## src/rtl/axi_lite_obi_bridge_pkg.sv

```systemverilog
`default_nettype none
// ============================================================================
// axi_obi_bridge_pkg : shared types and constants for the AXI-Lite/OBI bridge
// Rev 1.0
// ============================================================================
package axi_obi_bridge_pkg;

    localparam logic [1:0] AXI_RESP_OKAY   = 2'b00;
    localparam logic [1:0] AXI_RESP_SLVERR = 2'b10;

    typedef logic [2:0] state_t;

    localparam state_t ST_IDLE    = 3'd0;
    localparam state_t ST_WR_REQ  = 3'd1;
    localparam state_t ST_WR_WAIT = 3'd2;
    localparam state_t ST_WR_RESP = 3'd3;
    localparam state_t ST_RD_REQ  = 3'd4;
    localparam state_t ST_RD_WAIT = 3'd5;
    localparam state_t ST_RD_RESP = 3'd6;

endpackage
`default_nettype wire

```

## src/rtl/axi_lite_obi_bridge_if.sv

```systemverilog
`default_nettype none
// ============================================================================
// axi_lite_obi_bridge_if : AXI4-Lite slave channels plus OBI master channels
// Rev 1.0
// ============================================================================
interface axi_lite_obi_bridge_if #(
    parameter int AXI_ADDR_WIDTH = 32,
    parameter int AXI_DATA_WIDTH = 32
);
    logic [AXI_ADDR_WIDTH-1:0]   s_axi_awaddr;
    logic                        s_axi_awvalid;
    logic                        s_axi_awready;
    logic [AXI_DATA_WIDTH-1:0]   s_axi_wdata;
    logic [AXI_DATA_WIDTH/8-1:0] s_axi_wstrb;
    logic                        s_axi_wvalid;
    logic                        s_axi_wready;
    logic [1:0]                  s_axi_bresp;
    logic                        s_axi_bvalid;
    logic                        s_axi_bready;
    logic [AXI_ADDR_WIDTH-1:0]   s_axi_araddr;
    logic                        s_axi_arvalid;
    logic                        s_axi_arready;
    logic [AXI_DATA_WIDTH-1:0]   s_axi_rdata;
    logic [1:0]                  s_axi_rresp;
    logic                        s_axi_rvalid;
    logic                        s_axi_rready;

    logic                        obi_req;
    logic                        obi_gnt;
    logic [AXI_ADDR_WIDTH-1:0]   obi_addr;
    logic                        obi_we;
    logic [AXI_DATA_WIDTH/8-1:0] obi_be;
    logic [AXI_DATA_WIDTH-1:0]   obi_wdata;
    logic                        obi_rvalid;
    logic [AXI_DATA_WIDTH-1:0]   obi_rdata;

    // Bridge side: AXI slave, OBI master
    modport slave (
        input  s_axi_awaddr, s_axi_awvalid, s_axi_wdata, s_axi_wstrb, s_axi_wvalid,
        input  s_axi_bready, s_axi_araddr, s_axi_arvalid, s_axi_rready,
        output s_axi_awready, s_axi_wready, s_axi_bresp, s_axi_bvalid,
        output s_axi_arready, s_axi_rdata, s_axi_rresp, s_axi_rvalid,
        output obi_req, obi_addr, obi_we, obi_be, obi_wdata,
        input  obi_gnt, obi_rvalid, obi_rdata
    );

    modport master (
        output s_axi_awaddr, s_axi_awvalid, s_axi_wdata, s_axi_wstrb, s_axi_wvalid,
        output s_axi_bready, s_axi_araddr, s_axi_arvalid, s_axi_rready,
        input  s_axi_awready, s_axi_wready, s_axi_bresp, s_axi_bvalid,
        input  s_axi_arready, s_axi_rdata, s_axi_rresp, s_axi_rvalid,
        input  obi_req, obi_addr, obi_we, obi_be, obi_wdata,
        output obi_gnt, obi_rvalid, obi_rdata
    );
endinterface
`default_nettype wire

```

## src/rtl/axi_lite_obi_bridge_subtractor.sv

```systemverilog
`default_nettype none
// ============================================================================
// axi_address_fix_subtractor : removes the window base, flags out-of-window
// Rev 1.0
// ============================================================================
module axi_address_fix_subtractor #(
    parameter int                        AXI_ADDR_WIDTH = 32,
    parameter logic [AXI_ADDR_WIDTH-1:0] ADDR_OFFSET    = 32'h4000_0000
) (
    input  wire logic [AXI_ADDR_WIDTH-1:0] i_addr,
    output logic      [AXI_ADDR_WIDTH-1:0] o_addr,
    output logic                           o_in_window
);
    logic [AXI_ADDR_WIDTH:0] w_diff;

    // The borrow out of the widened subtraction is exactly addr < ADDR_OFFSET
    assign w_diff      = {1'b0, i_addr} - {1'b0, ADDR_OFFSET};
    assign o_addr      = w_diff[AXI_ADDR_WIDTH-1:0];
    assign o_in_window = ~w_diff[AXI_ADDR_WIDTH];
endmodule
`default_nettype wire

```

## src/rtl/axi_lite_obi_bridge.sv

```systemverilog
`default_nettype none
// ============================================================================
// axi_lite_obi_bridge : single-outstanding AXI4-Lite slave to OBI master bridge
// Rev 1.0
// ============================================================================
module axi_lite_obi_bridge
    import axi_obi_bridge_pkg::*;
#(
    parameter int                        AXI_ADDR_WIDTH = 32,
    parameter int                        AXI_DATA_WIDTH = 32,
    parameter logic [AXI_ADDR_WIDTH-1:0] ADDR_OFFSET    = 32'h4000_0000
) (
    input  wire logic             s_axi_aclk,
    input  wire logic             s_axi_aresetn,
    axi_lite_obi_bridge_if.slave  bus
);
    localparam int STRB_W = AXI_DATA_WIDTH / 8;

    state_t                    r_state;
    logic                      r_last_was_write;
    logic [AXI_ADDR_WIDTH-1:0] r_obi_addr;
    logic [AXI_DATA_WIDTH-1:0] r_obi_wdata;
    logic [STRB_W-1:0]         r_obi_be;
    logic                      r_obi_we;
    logic [1:0]                r_bresp;
    logic [1:0]                r_rresp;
    logic [AXI_DATA_WIDTH-1:0] r_rdata;

    logic                      w_idle;
    logic                      w_wr_elig;
    logic                      w_rd_elig;
    logic                      w_take_wr;
    logic                      w_take_rd;
    logic                      w_in_window;
    logic [AXI_ADDR_WIDTH-1:0] w_raw_addr;
    logic [AXI_ADDR_WIDTH-1:0] w_xlat_addr;

    // Readies are gated by reset so nothing is acknowledged while held in reset
    assign w_idle    = (r_state == ST_IDLE) && s_axi_aresetn;
    assign w_wr_elig = bus.s_axi_awvalid && bus.s_axi_wvalid;
    assign w_rd_elig = bus.s_axi_arvalid;
    assign w_take_wr = w_idle && w_wr_elig && (!w_rd_elig || !r_last_was_write);
    assign w_take_rd = w_idle && w_rd_elig && !w_take_wr;
    assign w_raw_addr = w_take_wr ? bus.s_axi_awaddr : bus.s_axi_araddr;

    axi_address_fix_subtractor #(
        .AXI_ADDR_WIDTH (AXI_ADDR_WIDTH),
        .ADDR_OFFSET    (ADDR_OFFSET)
    ) u_addr_fix (
        .i_addr      (w_raw_addr),
        .o_addr      (w_xlat_addr),
        .o_in_window (w_in_window)
    );

    always_ff @(posedge s_axi_aclk or negedge s_axi_aresetn) begin
        if (!s_axi_aresetn) begin
            r_state          <= ST_IDLE;
            r_last_was_write <= 1'b0;
            r_obi_addr       <= '0;
            r_obi_wdata      <= '0;
            r_obi_be         <= '0;
            r_obi_we         <= 1'b0;
            r_bresp          <= AXI_RESP_OKAY;
            r_rresp          <= AXI_RESP_OKAY;
            r_rdata          <= '0;
        end else begin
            case (r_state)
                ST_IDLE: begin
                    if (w_take_wr) begin
                        r_last_was_write <= 1'b1;
                        r_obi_addr       <= w_xlat_addr;
                        r_obi_wdata      <= bus.s_axi_wdata;
                        r_obi_be         <= bus.s_axi_wstrb;
                        r_obi_we         <= 1'b1;
                        if (w_in_window) begin
                            r_state <= ST_WR_REQ;
                        end else begin
                            r_state <= ST_WR_RESP;
                            r_bresp <= AXI_RESP_SLVERR;
                        end
                    end else if (w_take_rd) begin
                        r_last_was_write <= 1'b0;
                        r_obi_addr       <= w_xlat_addr;
                        r_obi_be         <= '1;
                        r_obi_we         <= 1'b0;
                        if (w_in_window) begin
                            r_state <= ST_RD_REQ;
                        end else begin
                            r_state <= ST_RD_RESP;
                            r_rresp <= AXI_RESP_SLVERR;
                            r_rdata <= '0;
                        end
                    end
                end
                ST_WR_REQ:  if (bus.obi_gnt) r_state <= ST_WR_WAIT;
                ST_WR_WAIT: begin
                    if (bus.obi_rvalid) begin
                        r_state <= ST_WR_RESP;
                        r_bresp <= AXI_RESP_OKAY;
                    end
                end
                ST_WR_RESP: if (bus.s_axi_bready) r_state <= ST_IDLE;
                ST_RD_REQ:  if (bus.obi_gnt) r_state <= ST_RD_WAIT;
                ST_RD_WAIT: begin
                    if (bus.obi_rvalid) begin
                        r_state <= ST_RD_RESP;
                        r_rresp <= AXI_RESP_OKAY;
                        r_rdata <= bus.obi_rdata;
                    end
                end
                ST_RD_RESP: if (bus.s_axi_rready) r_state <= ST_IDLE;
                default:    r_state <= ST_IDLE;
            endcase
        end
    end

    assign bus.s_axi_awready = w_take_wr;
    assign bus.s_axi_wready  = w_take_wr;
    assign bus.s_axi_arready = w_take_rd;
    assign bus.s_axi_bvalid  = (r_state == ST_WR_RESP);
    assign bus.s_axi_bresp   = r_bresp;
    assign bus.s_axi_rvalid  = (r_state == ST_RD_RESP);
    assign bus.s_axi_rresp   = r_rresp;
    assign bus.s_axi_rdata   = r_rdata;

    assign bus.obi_req   = (r_state == ST_WR_REQ) || (r_state == ST_RD_REQ);
    assign bus.obi_addr  = r_obi_addr;
    assign bus.obi_we    = r_obi_we;
    assign bus.obi_be    = r_obi_be;
    assign bus.obi_wdata = r_obi_wdata;
endmodule
`default_nettype wire
```

## src/flat_wrapper.sv

```systemverilog
// flat-port wrapper written by rule: the top's interface ports become plain ports
module axi_lite_obi_bridge_flat import axi_obi_bridge_pkg::*;
#(
    parameter int                        AXI_ADDR_WIDTH = 32,
    parameter int                        AXI_DATA_WIDTH = 32,
    parameter logic [AXI_ADDR_WIDTH-1:0] ADDR_OFFSET    = 32'h4000_0000
)
  (s_axi_aclk, s_axi_aresetn, bus_s_axi_awaddr, bus_s_axi_awvalid, bus_s_axi_wdata, bus_s_axi_wstrb, bus_s_axi_wvalid, bus_s_axi_bready, bus_s_axi_araddr, bus_s_axi_arvalid, bus_s_axi_rready, bus_s_axi_awready, bus_s_axi_wready, bus_s_axi_bresp, bus_s_axi_bvalid, bus_s_axi_arready, bus_s_axi_rdata, bus_s_axi_rresp, bus_s_axi_rvalid, bus_obi_req, bus_obi_addr, bus_obi_we, bus_obi_be, bus_obi_wdata, bus_obi_gnt, bus_obi_rvalid, bus_obi_rdata);
  axi_lite_obi_bridge_if #(.AXI_ADDR_WIDTH(AXI_ADDR_WIDTH), .AXI_DATA_WIDTH(AXI_DATA_WIDTH)) bus_i ();
  input  wire logic s_axi_aclk;
  input  wire logic s_axi_aresetn;
  input wire logic [$bits(bus_i.s_axi_awaddr)-1:0] bus_s_axi_awaddr;
  input wire logic [$bits(bus_i.s_axi_awvalid)-1:0] bus_s_axi_awvalid;
  input wire logic [$bits(bus_i.s_axi_wdata)-1:0] bus_s_axi_wdata;
  input wire logic [$bits(bus_i.s_axi_wstrb)-1:0] bus_s_axi_wstrb;
  input wire logic [$bits(bus_i.s_axi_wvalid)-1:0] bus_s_axi_wvalid;
  input wire logic [$bits(bus_i.s_axi_bready)-1:0] bus_s_axi_bready;
  input wire logic [$bits(bus_i.s_axi_araddr)-1:0] bus_s_axi_araddr;
  input wire logic [$bits(bus_i.s_axi_arvalid)-1:0] bus_s_axi_arvalid;
  input wire logic [$bits(bus_i.s_axi_rready)-1:0] bus_s_axi_rready;
  output wire logic [$bits(bus_i.s_axi_awready)-1:0] bus_s_axi_awready;
  output wire logic [$bits(bus_i.s_axi_wready)-1:0] bus_s_axi_wready;
  output wire logic [$bits(bus_i.s_axi_bresp)-1:0] bus_s_axi_bresp;
  output wire logic [$bits(bus_i.s_axi_bvalid)-1:0] bus_s_axi_bvalid;
  output wire logic [$bits(bus_i.s_axi_arready)-1:0] bus_s_axi_arready;
  output wire logic [$bits(bus_i.s_axi_rdata)-1:0] bus_s_axi_rdata;
  output wire logic [$bits(bus_i.s_axi_rresp)-1:0] bus_s_axi_rresp;
  output wire logic [$bits(bus_i.s_axi_rvalid)-1:0] bus_s_axi_rvalid;
  output wire logic [$bits(bus_i.obi_req)-1:0] bus_obi_req;
  output wire logic [$bits(bus_i.obi_addr)-1:0] bus_obi_addr;
  output wire logic [$bits(bus_i.obi_we)-1:0] bus_obi_we;
  output wire logic [$bits(bus_i.obi_be)-1:0] bus_obi_be;
  output wire logic [$bits(bus_i.obi_wdata)-1:0] bus_obi_wdata;
  input wire logic [$bits(bus_i.obi_gnt)-1:0] bus_obi_gnt;
  input wire logic [$bits(bus_i.obi_rvalid)-1:0] bus_obi_rvalid;
  input wire logic [$bits(bus_i.obi_rdata)-1:0] bus_obi_rdata;
  assign bus_i.s_axi_awaddr = bus_s_axi_awaddr;
  assign bus_i.s_axi_awvalid = bus_s_axi_awvalid;
  assign bus_i.s_axi_wdata = bus_s_axi_wdata;
  assign bus_i.s_axi_wstrb = bus_s_axi_wstrb;
  assign bus_i.s_axi_wvalid = bus_s_axi_wvalid;
  assign bus_i.s_axi_bready = bus_s_axi_bready;
  assign bus_i.s_axi_araddr = bus_s_axi_araddr;
  assign bus_i.s_axi_arvalid = bus_s_axi_arvalid;
  assign bus_i.s_axi_rready = bus_s_axi_rready;
  assign bus_s_axi_awready = bus_i.s_axi_awready;
  assign bus_s_axi_wready = bus_i.s_axi_wready;
  assign bus_s_axi_bresp = bus_i.s_axi_bresp;
  assign bus_s_axi_bvalid = bus_i.s_axi_bvalid;
  assign bus_s_axi_arready = bus_i.s_axi_arready;
  assign bus_s_axi_rdata = bus_i.s_axi_rdata;
  assign bus_s_axi_rresp = bus_i.s_axi_rresp;
  assign bus_s_axi_rvalid = bus_i.s_axi_rvalid;
  assign bus_obi_req = bus_i.obi_req;
  assign bus_obi_addr = bus_i.obi_addr;
  assign bus_obi_we = bus_i.obi_we;
  assign bus_obi_be = bus_i.obi_be;
  assign bus_obi_wdata = bus_i.obi_wdata;
  assign bus_i.obi_gnt = bus_obi_gnt;
  assign bus_i.obi_rvalid = bus_obi_rvalid;
  assign bus_i.obi_rdata = bus_obi_rdata;
  axi_lite_obi_bridge #(.AXI_ADDR_WIDTH(AXI_ADDR_WIDTH), .AXI_DATA_WIDTH(AXI_DATA_WIDTH), .ADDR_OFFSET(ADDR_OFFSET)) u_core (.s_axi_aclk(s_axi_aclk), .s_axi_aresetn(s_axi_aresetn), .bus(bus_i));
endmodule
```

## config.mk

```make
export PLATFORM = sky130hd
export DESIGN_NAME = axi_lite_obi_bridge_flat
export DESIGN_NICKNAME = d
export VERILOG_FILES = /design/src/rtl/axi_lite_obi_bridge_pkg.sv /design/src/rtl/axi_lite_obi_bridge_if.sv /design/src/rtl/axi_lite_obi_bridge_subtractor.sv /design/src/rtl/axi_lite_obi_bridge.sv /design/src/flat_wrapper.sv
export SDC_FILE = /design/constraint.sdc
export NUM_CORES = 1
export LEC_CHECK = 0
export CAP_MARGIN = 10
export CORE_MARGIN = 1.5
export CORE_UTILIZATION = 42
export DETAILED_ROUTE_END_ITERATION = 6
export GPL_ROUTABILITY_DRIVEN = 0
export GPL_TIMING_DRIVEN = 1
export MAX_ROUTING_LAYER = met4
export PLACE_DENSITY = 0.87
export SLEW_MARGIN = 10
export SYNTH_ARGS = -nofsm -noshare
export SYNTH_HDL_FRONTEND = slang
export SYNTH_SLANG_ARGS = --single-unit
export TNS_END_PERCENT = 10
```

## constraint.sdc

```tcl
create_clock -name s_axi_aclk -period 3.85 [get_ports s_axi_aclk]
set_input_delay 1.155 -clock s_axi_aclk [delete_from_list [all_inputs] [get_ports s_axi_aclk]]
set_output_delay 1.155 -clock s_axi_aclk [all_outputs]
set_load 0.05 [all_outputs]
```

======== Yosys cells after proc, flatten, opt, wreduce, memory -nomap -nowiden ========
Cells that the tools add are included.
Widths: inputs -> output; s select.
word-level totals
  bits in registers ....................... 108
cells by class
  multiplexer cells ....................... 30
  reduce and logical (&&, ||, !) cells .... 20
  add/sub/neg operators ................... 1
  eq/ne operators ......................... 17
operator list
  cell                    number
  $mux 32                 7
  $pmux 32 s2             1
  $sub 32x31->33 const B  1
  $mux 3                  8
  $pmux 3 s7              1
  $ne 2x2->1 const B      9
  $mux 2                  7
  $eq 3x3->1 const B      3
  $mux 4                  2
  $pmux 2 s2              2
  $reduce_and 7->1        1
  $eq 3x2->1 const B      2
  $logic_and 1x1->1       6
  $reduce_bool 2->1       3
  $reduce_and 5->1        1
  $reduce_and 2->1        2
  $reduce_and 4->1        1
  $eq 3x1->1 const B      1
  $logic_not 1->1         3
  $logic_not 3->1         1
  $ne 3x2->1 const B      1
  $logic_or 1x1->1        2
  $mux 1                  2
  $ne 2x1->1 const B      1

======== Depth between registers and ports, before layout ========
  depth after elaboration ................. 10
  gate-level depth with buffers ........... 9

======== Hierarchy ========
Synthesis repeated with hierarchy kept, for this count alone.
unflattened totals
  cell total of the unflattened synthesis .. 488
  area, all modules ....................... 4,858.4 µm²
by module, submodules not included
  module                      seq. area each (µm²)  cells each  area an instance (µm²)  times used
  axi_lite_obi_bridge         2,652.5               453         4,605.7                 1
  axi_address_fix_subtractor  0.0                   35          252.7                   1

======== Worst setup path before layout ========
Ideal clock, no wire load.
  path kind ............................... input to output
  start point ............................. input s_axi_aresetn
  end point ............................... output bus_s_axi_wready
  path buffers ............................ 2
  path slack .............................. 0.208 ns
  data arrival time ....................... 2.487 ns
  stages .................................. 5
  path through ............................ nor4b_4 nand3_1 buf_2 inv_1 buf_4
between the ends
  longest elaborated chain between the ends .. 3
RTL lines
  what                            line                       text
  from (decl)                     flat_wrapper.sv:11         input wire logic s_axi_aresetn;
  $logic_and 1x1->1               axi_lite_obi_bridge.sv:39  assign w_idle = (r_state == ST_IDLE) && s_axi_aresetn;
  $logic_and 1x1->1 (2 in a row)  axi_lite_obi_bridge.sv:42  assign w_take_wr = w_idle && w_wr_elig && (!w_rd_elig || !r_last_was_write);
  to (decl)                       flat_wrapper.sv:22         output wire logic [$bits(bus_i.s_axi_wready)-1:0] bus_s_axi_wready;
Every way passes these cells.

======== Worst setup path after layout ========
  start point ............................. input bus_s_axi_awvalid
  end point ............................... output bus_s_axi_awready
between the ends
  longest elaborated chain between the ends .. 3
RTL lines
  what                            line                       text
  from (decl)                     flat_wrapper.sv:13         input wire logic [$bits(bus_i.s_axi_awvalid)-1:0] bus_s_axi_awvalid;
  $logic_and 1x1->1               axi_lite_obi_bridge.sv:40  assign w_wr_elig = bus.s_axi_awvalid && bus.s_axi_wvalid;
  $logic_and 1x1->1 (2 in a row)  axi_lite_obi_bridge.sv:42
  to (decl)                       flat_wrapper.sv:21         output wire logic [$bits(bus_i.s_axi_awready)-1:0] bus_s_axi_awready;
Every way passes these cells.

==> impl_results.md <==
- Final antenna-violating net count: 0
- Top flip-flop cell by instance count after synthesis: dfrtp_1
- Row count: 38
- Share of the synthesized area in the top cell type: 0.569
- Die footprint: 0.0118 mm^2
- Routed wire length on met2: 7470 um
- CP required: 2.69 ns
- Total Wirelength: 14200 um
- Wire length of the first global-routing pass: 21700 um
- Total global routing overflow: 0
- Met1 wire length: 5460 um
- Final worst setup slack: 0.368 ns
- Average cell area after synthesis: 10.2 um^2
- CTS H-tree lvls: 3
- Crit share post-route: 0.904
- Number of buffers inserted during clock tree synthesis: 9
- Number of DRC violations after detailed routing: 0
- Placed wire-length estimate after detailed placement: 10500 um
- Total global-route track usage: 0.244
- Antenna Cells: 0
- Final max-slew violation count: 0
- Number of maximum-capacitance constraint violations: 0
- Placed cell areas: 0.00729 mm^2
- Post-CTS sizing: 0
- PortBufs: 249
- Arr. time, crit path: 2.33 ns
- Final worst path period need: 3.48 ns
- Slowest Stage Delay on Critical Path: 0.51 ns
- Final layout net count: 830
- Number of antenna violations at the first check in global routing: 0
- Routed wirelength normalized by instance count: 17.0 um
- Die extent in x: 108 um
- Number of global-route vias before repair: 4408
- Final cell utilization of the core: 0.694
- Total area of multi-input combinational cells: 0.00182 mm^2
- 1st-iter DRT viols: 253
- Clock Tree Root: clkbuf_8
- Clk pin slew, worst setup/hold paths: 0.09 ns
- CORE AREA: 0.0108 mm^2
- Longest Clk Path Bufs: 2
- CTS tree: yes
- Relative max-transition margin: 0.474
- Cell count of the worst reg-to-reg path: 8
- WS Path Type: input pin to output port
- Io pins: 252
- Syn Inst Count: 456
- Wire length on met3: 1010 um
- Highest metal layer with signal wires: met4
- Total power divided by cell area: 898 mW/mm^2
- Highest clock rate: 287 MHz
- Total setup buffers inserted after CTS: 0
- Post-CTS Hold Fix Bufs: 0
- Share of synthesized flip-flops with an asynchronous set or reset: 1.00
- Die span in y: 108 um
- Seq/Total Area, Yosys: 0.569
- FF/Latch Area: 0.00265 mm^2
- Warning count from the yosys run: 0
- Top area cells in the synthesized netlist: dfrtp_1 (57%), mux2_1 (7.7%), o21ai_0 (7.1%)
- Outcome: complete, no violations
- Summed area of non-filler cells in the final layout: 0.00752 mm^2
- Crit-path max FO: 3
- Vias: 4442
- Syn Std Cell Area: 0.00467 mm^2
- Worst Tran Pin Value: 0.789 ns
- Final Hold Fails: 0
- # fillers: 828
- Effective utilization at floorplan: 0.430
- Clk sink count: 106
- Count of cell types in the netlist: 40
- Crit-path slowest cell: clkdlybuf4s50_1
- Launching element type of the critical path: input pin
- Post-DR vias/cell: 5.33
- Class of the tightest hold or removal check: flip-flop to flip-flop
- Post-route total power: 6.75 mW
- Crit path cell chain: clkdlybuf4s50_1, and2_1, nand3_2, inv_1, buf_12
- Number of setup violations in the final report: 0
- Synthesized flop and latch total: 106
- Worst Clk Skew: 0.0148 ns
- Pre-antenna DRT Iters: 4
- Number of enable flip-flop cells after synthesis: 0
- Worst Setup Slack post-DPL: 0.118 ns
- Cell depth of the worst min-delay path: 1
- Largest area contributor in the synthesized netlist: dfrtp_1
- Proportion of layout cells with a drive suffix above 1: 0.0563
- Total negative slack: 0 ns
- Leakage: 3.06 nW
- Unrepaired setup endpoints after global routing: no
- Worst vdd ir: 569 uV
- Pin count of the biggest net entering global routing: 64
- Worst skew pair latency: 0.36 ns
- Synthesis-to-finish area growth: 61.1%
- Critical path capture point type: output port
## cell usage in the layout (no fill, tap or decap), drive strengths merged, types with 2 or more instances in the layout
cell             n
clkdlybuf4s50  245
nor2             4
inv              4
a21oi           31
clkbuf          12
dfrtp          106
nand3           34
nand2           68
and2             3
and3             2
nand2b           2
mux2            32
o21ai           66
clkinv           2
o22a             4
conb             2
mux2i            3
buf             18
bufinv           2
a31oi           30
a41oi            2
## layout make-up
type / count / area share
clock inverters: 4 / 0.00982
flip-flops and latches: 106 / 0.353
multi-input cells: 304 / 0.242
well taps: 140 / 0.0233
repair buffers: 263 / 0.349
inverters: 4 / 0.00200
clock buffers: 12 / 0.0206
## logic make-up (layout without fill, tap and decap cells)
group,Yosys count,in the layout,share of synthesized area
simple gates,120,120,0.119
compound gates,144,144,0.176
mux,36,36,0.0885
xor+xnor,1,1,0.00188
buf+inv,47,283,0.0429
other cells,1,2,0.000804
flops,106,106,0.569
fa+ha+maj,1,1,0.00268
## final timing paths
kind                                       from                    endpoint  slack, ns
max in group asynchronous         s_axi_aresetn  u_core.bus.s_axi_rdata[17]       1.76
min                        u_core.bus.obi_be[3]        u_core.bus.obi_be[3]       0.50
min reg2reg                u_core.bus.obi_be[3]        u_core.bus.obi_be[3]       0.50
min in group asynchronous         s_axi_aresetn           u_core.r_state[0]       0.88
max reg2reg                   u_core.r_state[1]   u_core.bus.s_axi_rdata[5]       1.09
max                           bus_s_axi_awvalid           bus_s_axi_awready       0.37
## worst max-delay path: cells and delay by family
kind                   cells  cell delay, ns
and+or+nand+nor            2            0.29
buffers and inverters      3            0.87
## flip-flops by register name (all words and copies together) (netlist names)
signal and flops:
u_core.bus.s_axi_rresp 1, u_core.bus.obi_wdata 32, u_core.bus.obi_addr 32, u_core.bus.s_axi_rdata 32, u_core.bus.obi_be 4, u_core.r_state 3, u_core.bus.s_axi_bresp 1, u_core.r_last_was_write 1
## where the power goes
group	leakage, nW	internal [mW]	switching, mW	total [mW]
clock	0.117	0.403	0.360	0.763
combinational	1.67	1.37	2.64	4.01
sequential	1.28	1.63	0.341	1.97
## metrics by stage
stage | instances | hold WS [ns]
global route | 833 | 0.529
floorplan | 457 | 0.646
global placement | 817 | 0.474
CTS | 833 | 0.501
finish | 833 | 0.496
detailed placement | 817 | 0.480
## synth_stat cells, drive strengths merged, types with 4 or more instances
| library cell | number |
|---|---|
| dfrtp | 106 |
| inv | 4 |
| a21oi | 31 |
| a31oi | 30 |
| mux2 | 32 |
| nor2 | 4 |
| nand2 | 68 |
| nand3 | 34 |
| buf | 13 |
| clkbuf | 30 |
| o21ai | 66 |
| o22a | 4 |
## routing by layer
metal  vias to the layer above  GRT usage
li1                       2078          -
met4                         0     0.0836
met5                         -          -
met1                      2160      0.280
met3                        17     0.0464
met2                       187      0.427
Note: power is estimated with default switching activity, not from simulation.
